===== src/rtl/arb_client_port.sv =====
// arb_client_port: four per-client FIFOs feeding a shared output register.
// The request vector mirrors FIFO occupancy for a 4-way arbiter. The
// arbiter's one-hot grant pops the winning head entry into the output
// register, which is drained with a valid/ready handshake. Malformed grants
// (multi-hot, or pointing at an empty FIFO) raise a sticky error flag and
// are otherwise ignored.
module arb_client_port #(
  parameter int DATA_W = 8,
  parameter int DEPTH  = 4
) (
  input  logic                clk,
  input  logic                reset,
  input  logic [3:0]          in_valid,
  input  logic [4*DATA_W-1:0] in_data,
  output logic [3:0]          in_ready,
  output logic [3:0]          request,
  input  logic [3:0]          grant,
  output logic                out_valid,
  output logic [DATA_W-1:0]   out_data,
  output logic [1:0]          out_src,
  input  logic                out_ready,
  output logic                err_grant
);

  localparam int AW = $clog2(DEPTH);
  localparam int CW = AW + 1;

  // FIFO storage (never reset) and per-client pointer/occupancy state
  logic [DATA_W-1:0] mem_q [4][DEPTH];
  logic [AW-1:0]     rd_ptr_q [4];
  logic [AW-1:0]     rd_ptr_d [4];
  logic [AW-1:0]     wr_ptr_q [4];
  logic [AW-1:0]     wr_ptr_d [4];
  logic [CW-1:0]     count_q  [4];
  logic [CW-1:0]     count_d  [4];

  // Output register and sticky error flag
  logic              out_valid_q, out_valid_d;
  logic [DATA_W-1:0] out_data_q,  out_data_d;
  logic [1:0]        out_src_q,   out_src_d;
  logic              err_q,       err_d;

  logic [3:0] push;
  logic [3:0] pop;
  logic [1:0] pop_idx;
  logic       pop_any;
  logic       can_load;
  logic       grant_multi;
  logic       grant_empty;
  logic       grant_err;

  // Ready/request come straight from registered counts, so they never glitch
  always_comb begin
    in_ready = '0;
    request  = '0;
    for (int i = 0; i < 4; i++) begin
      in_ready[i] = !reset && (count_q[i] != CW'(DEPTH));
      request[i]  = (count_q[i] != '0);
    end
  end

  // Decode pushes, validate the grant and select at most one FIFO to pop
  always_comb begin
    can_load    = !out_valid_q || out_ready;
    grant_multi = (grant & (grant - 4'd1)) != 4'd0;
    grant_empty = (grant & ~request) != 4'd0;
    grant_err   = grant_multi || grant_empty;
    push        = in_valid & in_ready;
    pop         = '0;
    pop_idx     = '0;
    for (int i = 0; i < 4; i++) begin
      if ((grant == (4'd1 << i)) && request[i] && can_load && !grant_err) begin
        pop[i]  = 1'b1;
        pop_idx = 2'(i);
      end
    end
    pop_any = |pop;
  end

  // Next-state for pointers, counts, output register and error flag
  always_comb begin
    for (int i = 0; i < 4; i++) begin
      rd_ptr_d[i] = pop[i]  ? rd_ptr_q[i] + AW'(1) : rd_ptr_q[i];
      wr_ptr_d[i] = push[i] ? wr_ptr_q[i] + AW'(1) : wr_ptr_q[i];
      case ({push[i], pop[i]})
        2'b10:   count_d[i] = count_q[i] + CW'(1);
        2'b01:   count_d[i] = count_q[i] - CW'(1);
        default: count_d[i] = count_q[i];
      endcase
    end
    out_valid_d = out_valid_q;
    out_data_d  = out_data_q;
    out_src_d   = out_src_q;
    if (pop_any) begin
      out_valid_d = 1'b1;
      out_data_d  = mem_q[pop_idx][rd_ptr_q[pop_idx]];
      out_src_d   = pop_idx;
    end else if (out_ready) begin
      out_valid_d = 1'b0;
    end
    err_d = err_q || grant_err;
  end

  // Control and output state; reset discards everything queued or held
  always_ff @(posedge clk) begin
    if (reset) begin
      for (int i = 0; i < 4; i++) begin
        rd_ptr_q[i] <= '0;
        wr_ptr_q[i] <= '0;
        count_q[i]  <= '0;
      end
      out_valid_q <= 1'b0;
      out_data_q  <= '0;
      out_src_q   <= '0;
      err_q       <= 1'b0;
    end else begin
      for (int i = 0; i < 4; i++) begin
        rd_ptr_q[i] <= rd_ptr_d[i];
        wr_ptr_q[i] <= wr_ptr_d[i];
        count_q[i]  <= count_d[i];
      end
      out_valid_q <= out_valid_d;
      out_data_q  <= out_data_d;
      out_src_q   <= out_src_d;
      err_q       <= err_d;
    end
  end

  // FIFO payload writes; storage contents are don't-care until pushed
  always_ff @(posedge clk) begin
    for (int i = 0; i < 4; i++) begin
      if (push[i]) begin
        mem_q[i][wr_ptr_q[i]] <= in_data[i*DATA_W +: DATA_W];
      end
    end
  end

  assign out_valid = out_valid_q;
  assign out_data  = out_data_q;
  assign out_src   = out_src_q;
  assign err_grant = err_q;

endmodule


===== config.mk =====
export PLATFORM = sky130hd
export DESIGN_NAME = arb_client_port
export DESIGN_NICKNAME = d
export VERILOG_FILES = /design/src/rtl/arb_client_port.sv
export SDC_FILE = /design/constraint.sdc
export NUM_CORES = 1
export LEC_CHECK = 0
export CORE_ASPECT_RATIO = 0.7
export CORE_MARGIN = 2
export CORE_UTILIZATION = 54
export CTS_BUF_LIST = sky130_fd_sc_hd__clkbuf_4
export DETAILED_ROUTE_END_ITERATION = 8
export PLACE_DENSITY = 0.78
export SLEW_MARGIN = 20
export SYNTH_ARGS = -nofsm -noshare
export SYNTH_HDL_FRONTEND = slang
export SYNTH_SLANG_ARGS = --single-unit

===== constraint.sdc =====
create_clock -name clk -period 3.1 [get_ports clk]
set_input_delay 0.62 -clock clk [delete_from_list [all_inputs] [get_ports clk]]
set_output_delay 0.62 -clock clk [all_outputs]
set_load 0.02 [all_outputs]

# Word-level counts from Yosys, hierarchy flattened

Memory sizes are Yosys's and may differ from the RTL's.
Index checks and enable logic that the tools add are counted.

Bits in registers: 12
RAM bits: 156
Input port bits: 43
Output and inout bits: 20
Memories: 4

Memories:

| name     | depth | bits a word | rd ports | clocked after Yosys merged registers in | wr ports | RTL line | source |
|---|---|---|---|---|---|---|---|
| mem_q    | 4     | 32          | 1        | 0                                       | 4        | 29       | `logic [DATA_W-1:0] mem_q [4][DEPTH];` |
| count_q  | 4     | 3           | 4        | 0                                       | 4        | 34       | `logic [CW-1:0] count_q [4];` |
| rd_ptr_q | 4     | 2           | 5        | 0                                       | 4        | 30       | `logic [AW-1:0] rd_ptr_q [4];` |
| wr_ptr_q | 4     | 2           | 4        | 0                                       | 4        | 32       | `logic [AW-1:0] wr_ptr_q [4];` |

$add $sub $neg: 17
Order comparisons: 9
Equality and inequality tests: 16
Muxes and demuxes: 55
Bitwise operators: 21
Reduce and logical (&&, ||, !) cells: 34

Operator list:

| kind                  | number |
|---|---|
| $mux W32              | 4 |
| $demux W8 S2          | 4 |
| $mux W8               | 6 |
| $mux W2               | 18 |
| $pmux W3 S2           | 4 |
| $logic_and A1 B1 Y1   | 20 |
| $add A2 B1 Y2 const B | 8 |
| $bmux W8 S2           | 1 |
| $ge A3 B3 Y1 const B  | 5 |
| $not A2 Y3            | 5 |
| $mux W1               | 14 |
| $add A3 B1 Y3 const B | 4 |
| $and A4 B4 Y4         | 3 |
| $lt A3 B1 Y1 const B  | 4 |
| $mux W3               | 4 |
| $ne A3 B3 Y1 const B  | 4 |
| $or A1 B1 Y1          | 12 |
| $reduce_bool A3 Y1    | 4 |
| $sub A3 B1 Y3 const B | 4 |
| $eq A2 B1 Y1 const B  | 4 |
| $eq A2 B2 Y1 const B  | 4 |
| $reduce_bool A4 Y1    | 2 |
| $eq A4 B1 Y1 const B  | 1 |
| $eq A4 B2 Y1 const B  | 1 |
| 8 further kinds       | 12 |

# Logic depth before layout (Yosys ltp)

Gate-level depths: netlist of run 1.
An unclocked memory read counts as a cell.

Word-level depth: 16
Mapped depth: 12
Gate-level depth less buffers: 10

# Worst setup path before layout of run 1

No wires, ideal clock.

Path type: input -> register
From: in grant[2]
To: mem count_q[1][2] (netlist bit)
Setup time: 0.071 ns
Data arrival time: 3.143 ns
Setup slack: -0.114 ns
Stages on the path: 12
Cell sequence: or3b_1 or4_1 buf_2 clkinv_2 buf_4 buf_2 ha_1 inv_1 fa_1 xor2_1 or3_1 a21oi_1

RTL lines:

| item            | RTL line | source |
|---|---|---|
| start, declared | 17       | `input logic [3:0] grant,` |
| end, declared   | 34       |  |

# Worst setup path after layout of run 1

From: in grant[1]
To: reg out_data_q[3] (netlist: out_data[3])

Word-level cells in the longest chain between the ends: 14
Elaborated cells between the ends (all ways): 37
Those cells by class: add/sub (1); eq/ne (4); mux (10); bitwise (3); reduce/logical (17); memory (2)

Ends and longest elaborated chain:

| item                                        | RTL line | source |
|---|---|---|
| $sub A4 B1 Y4                               | 65       | `grant_multi = (grant & (grant - 4'd1)) != 4'd0;` |
| $and A4 B4 Y4                               | 65       |  |
| $reduce_bool A4 Y1                          | 65       |  |
| $logic_or A1 B1 Y1                          | 67       | `grant_err = grant_multi \|\| grant_empty;` |
| $logic_not A1 Y1                            | 72       | `if ((grant == (4'd1 << i)) && request[i] && can_load && !grant_err) begin` |
| $logic_and A1 B1 Y1                         | 72       |  |
| $mux W1                                     | 72       |  |
| $mux W2 (2 in series)                       | 72       |  |
| $mem_v2 Z4 W2                               | --       |  |
| $not A2 Y3 (not written as such)            | 96       | `out_data_d = mem_q[pop_idx][rd_ptr_q[pop_idx]];` |
| $bmux W8 S2                                 | 96       |  |
| $mux W8 (not written as such) (2 in series) | 96       |  |
| end signal, assigned                        | 123      | `out_data_q <= out_data_d;` |
| end, declared                               | 39       | `logic [DATA_W-1:0] out_data_q, out_data_d;` |

Parallel ways exist; a longest one is shown, timed or not. The select of a mux whose other input is x is not followed.
A chain may end at the register's enable or synchronous reset.

==> out/metrics.yaml, run 1 <==
power:
  power_leakage_nw: 3.04
  vdd_drop_max_v: 0.000341
  p_per_area_nw_per_um2: 515
cells_and_area:
  stdcell_area_sq_um: 8410
  nNetsFinal: 717
  antennaDiodeCount: 0
  syn2layout_area_growth_pct: 18.2
  fin_util_pct: 64.6
  drive_gt1_share_pct: 9.95
synthesis:
  yosys.area_share.simple_pct: 10.6
  ys_ff_latch: 168
  synth_most_common_cell: "edfxtp_1"
  ys_seq_area_share_pct: 65.3
  ys_top_cells_by_area: "edfxtp_1 54%, dfxtp_1 11%, nand2_1 3.7%"
  synthCells: 568
  yosys.area.top_type: "edfxtp_1"
  yosys.area_share.xor_xnor_pct: 2.46
  postSynthNetCount: 635
  synth_compound_area_share_pct: 12.2
  synth_top_family_by_area: "compound AO/OA/AOI/OAI gates"
  synth.top_cell.area_share_pct: 54.0
  synthMuxAreaShare_pct: 1.41
  syn_area_sq_um: 7110
  synth_edf_count: 128
  syn_avg_cell_area_sq_um: 12.5
  synthTopCellsByCount: "128 x edfxtp_1, 70 x nand2_1, 46 x nor2_1, 40 x dfxtp_1"
  synthArstFlopShare_pct: 0
  synth_fa_ha_area_share_pct: 4.78
  yosys_warnings: 0
  synth_ff_type: "edfxtp_1"
  synth_cell_type_count: 43
status:
  status: "completed"
placement:
  io_buffers: 62
  postPlaceCellArea_sq_um: 8080
  hpwlAfterDp_mm: 11.8
  gp_congestion: 0.877
die:
  die_w_um: 141
  rows: 35
  die_h_um: 100
  initial_core_util_pct: 54.7
  dieArea_sq_um: 14100
  coreArea_sq_um: 13000
  io_pins: 63
clock_network:
  cts_tree: "built"
  cts-root-buf: "clkbuf_4"
  clk_latency_ns: 0.54
  hold_buffers: 0
  cts_sinks: 168
  postCtsSetupBuffers: 0
  htreeDepth: 4
  cts_buffer_depth: 2
  clk_pin_slew_ns: 0.13
  cts_resized: 0
  cts_made_buffers: 17
routing:
  avgViaCountPerCell: 5.94
  first_iter_violations: 535
  wirelength_mm: 16.3
  final_antenna_net_count: 0
  drc: 0
  via_count: 4925
  firstDrtPassIters: 5
  wl_per_cell_um: 19.7
min_path:
  holdCritPathClass: "flip-flop to flip-flop"
  hold_depth: 2
critical_path:
  cp_max_fo: 8
  max_stage_delay_ns: 0.65
  cpLargestDelayFamily: "simple AND/OR/NAND/NOR gates"
  worst_setup_path_end_kind: "flip-flop"
  r2r_cells: 7
  cp-start-kind: "input pin"
  worst-endpoint-required_ns: 3.49
  worstSetupPathType: "input pin to flip-flop"
  cp.arrival_ns: 3.31
  path_cells: "clkdlybuf4s50_1 -> or3b_1 -> or4_1 -> clkinv_4 -> o21ai_0 -> and3_1 -> a21oi_1 -> a221oi_1"
  worstSetupPathDepth: 8
  worstPathBufferInverterCount: 2
  slowest_stage: "a21oi_1"
timing:
  max_slew_margin_pct: 43.8
  max_clock_freq_mhz: 342
  grt_setup_unrepaired: "no"
  slew_violations: 0
  finalCritPeriodShare_pct: 94.3
  hold_viol: 0
  skew_ns: 0.0190
  tightest_slew_ns: 0.843
  finalSetupViolCount: 0
  timing.setup.tns_ns: 0
  period_needed_ns: 2.92
grt:
  grt_max_degree: 38
  grt_pass1_vias: 4951
  grt_usage_pct: 24.0
  grt_overflow: 0
  antenna_found_initial: 0
  grt_pass1_wl_mm: 25.3
job:
  cap_viol_max_count: 0
## tightest hold or removal path: stages (launching register included)
cell and delay (ns):
dfxtp_1 0.34, nand2_1 0.06, a31oi_1 0.08
## layout by cell type, fill, tap and decap left out, types with 3 or more instances in the layout
master / n
inv_6: 3
ha_1: 19
o31ai_1: 12
o32ai_1: 16
xnor2_1: 9
nor2_1: 46
clkbuf_4: 18
nand3_1: 9
a31oi_1: 21
or3_1: 4
xor2_1: 11
inv_1: 27
edfxtp_1: 128
o21bai_1: 8
clkinvlp_4: 3
bufinv_16: 3
nor3_1: 7
a21oi_1: 27
and2_1: 5
clkdlybuf4s50_1: 62
a221oi_1: 9
fa_1: 3
dfxtp_1: 40
and3_1: 17
nand2_1: 70
buf_4: 25
mux2i_1: 10
a32oi_1: 17
buf_12: 3
o21ai_0: 6
## flip-flops by register name (all words and copies together), names as in the netlist
name       cells
out_data       8
wr_ptr_q       8
out_valid      1
err_grant      1
mem_q        128
count_q       12
rd_ptr_q       8
out_src        2
## worst paths after layout
path | from | end | slack (ns)
setup / recovery | grant[1] | out_data[3]$_SDFFE_PP0P_ | 0.18
setup reg to reg | count_q[1][0]$_SDFFE_PP0P_ | out_data[3]$_SDFFE_PP0P_ | 0.37
hold / removal | out_src[0]$_SDFFE_PP0P_ | out_src[0]$_SDFFE_PP0P_ | 0.52
hold reg to reg | out_src[0]$_SDFFE_PP0P_ | out_src[0]$_SDFFE_PP0P_ | 0.52
## power breakdown
| group | internal, mW | leakage (nW) | total (mW) | switching [mW] |
|---|---|---|---|---|
| Sequential | 2.49 | 1.49 | 2.53 | 0.0386 |
| Combinational | 0.180 | 1.39 | 0.412 | 0.232 |
| Clock | 0.591 | 0.164 | 1.39 | 0.794 |
| Total | 3.26 | 3.04 | 4.33 | 1.07 |
## metal layers
layer  vias up  GRT usage [%]  part of all wire (%)
li1       2282              -                     -
met3        22           5.25                   6.8
met4         0           7.08                   1.6
met2       197           39.6                    49
met1      2424           32.5                    43
met5         -              0                     0
## kinds of logic (layout without fill, tap and decap cells)
group	after synthesis	after routing
buf+inv	55	150
simple gates	168	168
fa+ha+maj	25	25
flops	168	168
compound gates	122	122
mux	10	10
xor+xnor	20	20
## layout make-up
class	instances	area, sq um
multi-input cells	345	2250
well taps	166	208
clock inverters	14	190
inverters	28	110
flip-flops and latches	168	4640
repair buffers	90	868
fillers	947	4600
clock buffers	18	135
## metrics by stage
stage	hold WS, ns	std cells	setup WS (ns)	power (mW)
global route	0.557	829	0.0619	4.49
global placement	0.480	797	-0.160	2.97
finish	0.521	829	0.176	4.33
floorplan	0.471	568	0.0475	2.78
detailed placement	0.490	797	-0.347	2.99
CTS	0.522	829	0.167	4.35
(Power assumes the default switching activity.)
==> inputs of run 2 (changes only) <==
--- a/config.mk
+++ b/config.mk
@@ -10,7 +10,7 @@
 export CORE_UTILIZATION = 54
 export CTS_BUF_LIST = sky130_fd_sc_hd__clkbuf_4
 export DETAILED_ROUTE_END_ITERATION = 8
-export PLACE_DENSITY = 0.78
+export PLACE_DENSITY = 0.87
 export SLEW_MARGIN = 20
 export SYNTH_ARGS = -nofsm -noshare
 export SYNTH_HDL_FRONTEND = slang
==> run 2 against run 1 <==
Effect of this change:
- fmax is 0.59% higher
- critical path type is now input pin to output pin
- sequential power hardly changed
- combinational power hardly changed
- first-iteration DRC count is 3.7% higher
==> out/metrics.yaml, run 2 (synthesis results as in run 1) <==
status:
  status: "completed"
timing:
  fin_hold_ws_ns: 0.526
  max_clock_freq_mhz: 344
  tightest_slew_ns: 0.818
  finalCritPeriodShare_pct: 93.8
  slew_violations: 0
  hold_viol: 0
  period_needed_ns: 2.91
  skew_ns: 0.0107
  finalSetupViolCount: 0
  grt_setup_unrepaired: "no"
  max_slew_margin_pct: 45.5
clock_network:
  cts_made_buffers: 17
  cts_buffer_depth: 2
  cts_sinks: 168
  clk_pin_slew_ns: 0.13
  htreeDepth: 4
  cts_resized: 0
  cts_tree: "built"
  hold_buffers: 0
  postCtsSetupBuffers: 0
  cts-root-buf: "clkbuf_4"
  clk_latency_ns: 0.55
routing:
  via_count: 5001
  firstDrtPassIters: 5
  avgViaCountPerCell: 6.02
  drc: 0
  wl_per_cell_um: 20.0
  first_iter_violations: 555
  wirelength_mm: 16.6
  final_antenna_net_count: 0
placement:
  gp_congestion: 0.885
  dp.cells: 799
  io_buffers: 62
  hpwlAfterDp_mm: 12.0
  postPlaceCellArea_sq_um: 8100
power:
  vdd_drop_max_v: 0.000311
  p_per_area_nw_per_um2: 506
  power_leakage_nw: 3.04
cells_and_area:
  syn2layout_area_growth_pct: 17.9
  final_common_cell: "edfxtp_1"
  final_cells: 831
  largest_reg_flops: 128
  antennaDiodeCount: 0
  nNetsFinal: 719
  fin_util_pct: 64.5
  final_cell_mix: "128 x edfxtp_1, 70 x nand2_1, 62 x clkdlybuf4s50_1"
  stdcell_area_sq_um: 8380
  drive_gt1_share_pct: 10.4
grt:
  grt_usage_pct: 24.3
  grt_max_degree: 36
  antenna_found_initial: 0
  grt_pass1_vias: 5028
  grt_overflow: 0
  grt_pass1_wl_mm: 25.9
die:
  coreArea_sq_um: 13000
  die_h_um: 100
  dieArea_sq_um: 14100
  initial_core_util_pct: 54.7
  rows: 35
  io_pins: 63
  die_w_um: 141
critical_path:
  cp-start-kind: "input pin"
  cp.arrival_ns: 2.29
  worst_setup_path_end_kind: "output pin"
  regToRegSetupSlack_ns: 0.40
  worst-endpoint-required_ns: 2.48
  r2r_cells: 7
  worstSetupPathType: "input pin to output pin"
  crit_start: "reset"
  cp_max_fo: 10
  rr_startpoint: "count_q[1][0]$_SDFFE_PP0P_"
  rr_endpoint: "out_data[6]$_SDFFE_PP0P_"
min_path:
  hold_depth: 2
  min_to: "out_src[0]$_SDFFE_PP0P_"
  holdCritPathClass: "flip-flop to flip-flop"
  hp-start: "out_src[0]$_SDFFE_PP0P_"
job:
  cap_viol_max_count: 0
## run 2: changes by cell type in the layout (fill, tap and decap cells not counted)
cell / before / now
inv_6: 3 / 4
clkinvlp_4: 3 / 2
clkinv_1: 1 / 0
clkbuf_4: 18 / 19
inv_8: 2 / 1
buf_4: 25 / 27
bufinv_16: 3 / 2
clkinv_2: 0 / 3
clkinv_8: 1 / 0
## run 2: final cells by class
type	instances	area (sq um)
Sequential cell	168	4640
Timing Repair Buffer	92	883
Tap cell	166	208
Clock inverter	13	145
Fill cell	940	4620
Multi-Input combinational cell	345	2250
Inverter	28	110
Clock buffer	19	143
## run 2: routing by layer
metal | global-route usage (%) | part of all wire [%] | wire length (um) | vias to the layer above
li1 | - | - | - | 2293
met1 | 33.2 | 42 | 6900 | 2411
met4 | 8.31 | 1.9 | 315 | 0
met2 | 40.1 | 48 | 8040 | 262
met3 | 4.39 | 8.2 | 1360 | 35
met5 | 0 | 0 | 0 | -
## run 2: power by group
part	total, mW	switching, mW	internal [mW]
registers	2.53	0.0389	2.49
clock network	1.30	0.788	0.509
logic	0.415	0.233	0.182
total	4.24	1.06	3.18
## run 2: stage by stage
| step | power, mW | setup WS [ns] | TNS, ns |
|---|---|---|---|
| floorplan | 2.78 | 0.0475 | 0 |
| global placement | 2.96 | -0.168 | -1.54 |
| detailed placement | 2.99 | -0.355 | -3.32 |
| CTS | 4.25 | 0.184 | 0 |
| global route | 4.39 | 0.103 | 0 |
| finish | 4.24 | 0.193 | 0 |
## run 2: critical path, stage by stage
cell             delay [ns]
clkdlybuf4s50_1        0.60
a31oi_1                0.29
buf_4                  0.17
clkdlybuf4s50_1        0.60
## run 2: worst max-delay path by stage
| stage | to | slack (ns) | depth (start not counted) |
|---|---|---|---|
| 3_3_place_gp | count_q[1][2]$_SDFFE_PP0P_ | -0.17 | 10 |
| 6_report | in_ready[1] | 0.19 | 4 |
| 5_1_grt | out_data[4]$_SDFFE_PP0P_ | 0.10 | 8 |
| 3_5_place_dp | out_data[6]$_SDFFE_PP0P_ | -0.36 | 8 |
| 2_1_floorplan | count_q[1][2]$_SDFFE_PP0P_ | 0.05 | 12 |
| 4_1_cts | in_ready[2] | 0.18 | 4 |
